<file path="src/rtl/huffman_frame_scheduler.sv">
// Frame-level sequencer for a Huffman run-length chunk decoder: resets and primes the
// decoder per frame, forwards display pixel requests, and arbitrates the image RAM port.
module huffman_frame_scheduler #(
  parameter int ADDR_WIDTH = 16,
  parameter int NUM_PIXELS = 76800
) (
  input  logic                  clk,
  input  logic                  rst_n,
  input  logic                  frame_start,
  input  logic                  pixel_req,
  input  logic [ADDR_WIDTH-1:0] image_base,
  input  logic                  host_wr_req,
  input  logic [ADDR_WIDTH-1:0] host_wr_addr,
  input  logic [31:0]           host_wr_data,
  output logic                  host_wr_ack,
  output logic                  dec_pixel_reset,
  output logic                  dec_pixel_read_next,
  input  logic [ADDR_WIDTH-1:0] dec_RAM_address,
  input  logic [31:0]           dec_color,
  output logic [ADDR_WIDTH-1:0] ram_address,
  output logic                  ram_write,
  output logic [31:0]           ram_writedata,
  output logic [31:0]           color,
  output logic                  color_valid,
  output logic                  busy,
  output logic                  underrun,
  output logic                  resync,
  output logic [1:0]            fsm_state
);

  localparam int CNT_W = $clog2(NUM_PIXELS + 1);
  localparam logic [CNT_W-1:0] LAST_PIXEL = CNT_W'(NUM_PIXELS - 1);

  typedef enum logic [1:0] {
    S_IDLE   = 2'd0,
    S_RESET  = 2'd1,
    S_PRIME  = 2'd2,
    S_ACTIVE = 2'd3
  } state_t;

  state_t                state;
  state_t                state_nx;
  logic [ADDR_WIDTH-1:0] base_q;
  logic [CNT_W-1:0]      pixel_cnt;
  logic [1:0]            prime_cnt;
  logic                  accept;

  // Handshakes: host_wr_req is held stable by the host until host_wr_ack is seen high in
  // the same cycle; the write to RAM happens in exactly that cycle. pixel_req is a
  // single-cycle consume strobe and is never back-pressured: it is either forwarded as
  // dec_pixel_read_next or dropped with an underrun pulse.
  always_comb begin
    state_nx            = state;
    host_wr_ack         = 1'b0;
    ram_write           = 1'b0;
    ram_writedata       = '0;
    ram_address         = base_q + dec_RAM_address;
    dec_pixel_reset     = 1'b0;
    dec_pixel_read_next = 1'b0;
    underrun            = 1'b0;
    resync              = 1'b0;
    accept              = 1'b0;
    case (state)
      S_IDLE: begin
        ram_address = '0;
        underrun    = pixel_req;
        if (frame_start) begin
          state_nx = S_RESET;
        end else if (host_wr_req) begin
          ram_address   = host_wr_addr;
          ram_writedata = host_wr_data;
          ram_write     = 1'b1;
          host_wr_ack   = 1'b1;
        end
      end
      S_RESET: begin
        dec_pixel_reset = 1'b1;
        underrun        = pixel_req;
        state_nx        = S_PRIME;
      end
      S_PRIME: begin
        underrun = pixel_req;
        if (prime_cnt == 2'd2) state_nx = S_ACTIVE;
      end
      S_ACTIVE: begin
        // A restart request takes priority over the pixel arriving with it.
        if (!frame_start) begin
          dec_pixel_read_next = pixel_req;
          accept              = pixel_req;
          if (pixel_req && pixel_cnt == LAST_PIXEL) state_nx = S_IDLE;
        end
      end
      default: state_nx = S_IDLE;
    endcase
    if (frame_start && state != S_IDLE) begin
      resync   = 1'b1;
      state_nx = S_RESET;
    end
  end

  always_ff @(posedge clk) begin
    if (!rst_n) begin
      state       <= S_IDLE;
      base_q      <= '0;
      pixel_cnt   <= '0;
      prime_cnt   <= '0;
      color_valid <= 1'b0;
    end else begin
      state       <= state_nx;
      color_valid <= dec_pixel_read_next;
      if (frame_start) base_q <= image_base;
      if (state == S_RESET) prime_cnt <= '0;
      else if (state == S_PRIME) prime_cnt <= prime_cnt + 2'd1;
      if (state == S_PRIME && state_nx == S_ACTIVE) pixel_cnt <= '0;
      else if (accept) pixel_cnt <= pixel_cnt + CNT_W'(1);
    end
  end

  assign color     = dec_color;
  assign busy      = (state != S_IDLE);
  assign fsm_state = state;

endmodule

</file>
<file path="config.mk">
export PLATFORM = sky130hd
export DESIGN_NAME = huffman_frame_scheduler
export DESIGN_NICKNAME = d
export VERILOG_FILES = /design/src/rtl/huffman_frame_scheduler.sv
export SDC_FILE = /design/constraint.sdc
export NUM_CORES = 1
export LEC_CHECK = 0
export ABC_AREA = 1
export BUFFER_PORTS_ARGS = -buffer_cell sky130_fd_sc_hd__clkbuf_2
export CORE_UTILIZATION = 45
export CTS_CLUSTER_DIAMETER = 80
export DETAILED_ROUTE_END_ITERATION = 8
export HOLD_SLACK_MARGIN = 0.03
export PLACE_DENSITY = 0.84
export SYNTH_ARGS = -nofsm -noshare
export SYNTH_HDL_FRONTEND = slang
export SYNTH_SLANG_ARGS = --single-unit
export TNS_END_PERCENT = 100
</file>
<file path="constraint.sdc">
create_clock -name clk -period 3.35 [get_ports clk]
set_input_delay 0.8375 -clock clk [delete_from_list [all_inputs] [get_ports clk]]
set_output_delay 0.8375 -clock clk [all_outputs]
set_load 0.02 [all_outputs]
</file>
==> flow_summary.json <==
{
  "path_max_fanout": 4,
  "viasPerCell": 4.77,
  "ff_latch_area_sq_um": 761,
  "leakagePower_nw": 2.32,
  "first_iter_violations": 141,
  "crit_path_end_kind": "output pin",
  "power_density_nw_per_um2": 320,
  "syn_avg_cell_area_sq_um": 5.79,
  "fin_util_pct": 57.4,
  "slowest_stage": "ha_1",
  "ys_types": 31,
  "max_freq_ghz": 0.312,
  "clkTransAtPathRegs_ns": 0.07,
  "comb_power_share_pct": 31.3,
  "num_rows": 30,
  "synth_edf_count": 0,
  "slew_viol_final": 0,
  "htreeDepth": 2,
  "core_sq_um": 6940,
  "finalWorstSetupSlack_ns": 0.149,
  "clk_path_buf_depth": 2,
  "antenna_cells": 0,
  "drive_gt1_share_pct": 24.6,
  "clk_latency_ns": 0.29,
  "swShare_pct": 33.4,
  "drc": 0,
  "nets": 814,
  "setup_violations": 0,
  "fin_setup_tns_ns": 0,
  "fill_cells": 686,
  "maxCapViolCount": 0,
  "switchingPower_mw": 0.427,
  "post_cts_buffers": 0,
  "cts.sinks": 38,
  "relSlewSlack_pct": 62.1,
  "fp.dieW_microns": 87.7,
  "cts_tree": "done",
  "synthTopCellsByArea": "dfxtp_1 (23%), nand2_1 (17%), nor2_1 (11%)",
  "syn-num-nets": 706,
  "min_path_type": "flop to flop",
  "wl_microns": 9420,
  "p_int_mw": 0.850,
  "synth_ff_type": "dfxtp_1",
  "synth_seq_area_share_pct": 23.0,
  "ir_drop_uv": 140,
  "pre_cts_slack_ns": 0.0868,
  "hpwl_microns": 7580,
  "port_buffers": 142,
  "synth_top_area_share_pct": 23.0,
  "clockRootBuffer": "clkbuf_8",
  "mostFrequentLayoutCells": "nand2_1 (149), clkbuf_2 (140), nor2_1 (99)",
  "die_y_microns": 87.7,
  "finalClockSkew_ns": 0.0124,
  "drt_first_pass_iters": 4,
  "hold_viol_final": 0,
  "multiInputGateArea_sq_um": 1870,
  "synth_seq_cells": 38,
  "layout_commonest_cell": "nand2_1",
  "antenna_found_initial": 0,
  "holdPathStages": 2,
  "period_minus_slack_ns": 3.20,
  "cp_cell_sequence": "clkbuf_2, ha_1, or2_2, nand3_1, nand2_1, nand2_1, nand2_1, nand2_1, nand3_1, nand2_1, clkbuf_2",
  "pwr-share-seq_pct": 37.4,
  "syn_to_final_growth_pct": 20.7,
  "synthCells": 571,
  "grt_max_degree": 33,
  "status": "finished clean",
  "tightest_slew_ns": 0.567,
  "synth-async-reset-ratio_pct": 0,
  "track_usage_pct": 23.9,
  "grt_remaining_overflow": 0,
  "ctsResizeCount": 0,
  "grt_pass1_vias": 3439,
  "crit_top_cell": "nand2_1",
  "ios": 207,
  "fin_crit_sh_pct": 95.5,
  "rsz0062_at_grt": "no",
  "cts_hold_buf": 0,
  "cts_made_buffers": 5,
  "slowest_delay_ns": 0.33,
  "cp.arrival_ns": 2.36,
  "crit_required_ns": 2.51,
  "place_congestion": 0.951,
  "netlist_area_sq_um": 3300,
  "reg2regPathDepth": 8,
  "critical_path.startpoint_type": "input pin",
  "grt_pass1_wl_microns": 14600,
  "critical_path_class": "input pin to output pin",
  "yosysWarningCount": 0,
  "final_antenna_net_count": 0,
  "whs_ns": 0.467,
  "p_clk_share_pct": 31.3,
  "die_area_sq_um": 7690,
  "num_vias": 3697,
  "wl_per_cell_microns": 12.2,
  "synth_area_leader_cell": "dfxtp_1",
  "start_util_pct": 47.6
}
[synth_stat cells, drive strengths merged, types with 5 or more instances]
master / n
dfxtp: 38
a21oi: 26
o21ai: 29
xor2: 5
nor2: 103
nand3: 31
nand2: 151
ha: 17
buf: 35
clkbuf: 10
inv: 101
[final timing paths]
path / startpoint / endpoint / slack [ns]
max reg2reg: pixel_cnt[1]$_SDFFE_PP0P_ / pixel_cnt[10]$_SDFFE_PP0P_ / 1.60
max: dec_RAM_address[2] / ram_address[9] / 0.15
min reg2reg: prime_cnt[0]$_SDFFE_PP0P_ / prime_cnt[0]$_SDFFE_PP0P_ / 0.47
min: prime_cnt[0]$_SDFFE_PP0P_ / prime_cnt[0]$_SDFFE_PP0P_ / 0.47
[cell families after synthesis]
kind of cell | Yosys count | share of synthesized area, %
compound gates | 58 | 9.05
xor+xnor | 9 | 2.39
fa+ha+maj | 18 | 7.04
buf+inv | 147 | 20.5
flops | 38 | 23.0
simple gates | 301 | 38.0
[stage by stage]
| stage | power [mW] | area [sq um] | cells |
|---|---|---|---|
| 2_1_floorplan | 0.792 | 3300 | 571 |
| 3_3_place_gp | 0.871 | 3870 | 768 |
| 3_5_place_dp | 0.880 | 3870 | 768 |
| 4_1_cts | 1.28 | 3980 | 775 |
| 5_1_grt | 1.36 | 3990 | 775 |
| 6_report | 1.28 | 3990 | 775 |
[cell type report]
class / count / share of cell area [%]
Tap cell: 96 / 3.01
Inverter: 102 / 9.60
Timing Repair Buffer: 146 / 18.6
Clock inverter: 1 / 0.753
Clock buffer: 6 / 2.07
Sequential cell: 38 / 19.1
Multi-Input combinational cell: 386 / 46.9
[power by group through the flow]
| stage | Sequential, mW | Combinational (mW) | Clock [mW] |
|---|---|---|---|
| detailed placement | 0.487 | 0.393 | 0 |
| CTS | 0.477 | 0.396 | 0.407 |
| global route | 0.479 | 0.444 | 0.433 |
| finish | 0.477 | 0.400 | 0.400 |
| global placement | 0.486 | 0.385 | 0 |
| floorplan | 0.485 | 0.306 | 0 |
[critical path, delay by kind of cell]
family	cells	cell delay (ns)
buffers and inverters	2	0.26
and+or+nand+nor	8	0.94
adders and majority gates	1	0.33
[sequential cells by signal (all words and copies together) (netlist names)]
register     flops
pixel_cnt       17
base_q          16
fsm_state        2
prime_cnt        2
color_valid      1
[metal layers]
metal	wire (microns)	global-route usage (%)	up-vias
li1	-	-	1917
met1	4010	28.0	1646
met2	4840	44.1	107
met3	413	4.24	27
met4	156	7.60	0
met5	0	0	-
Power figures use the tool's default switching activity.
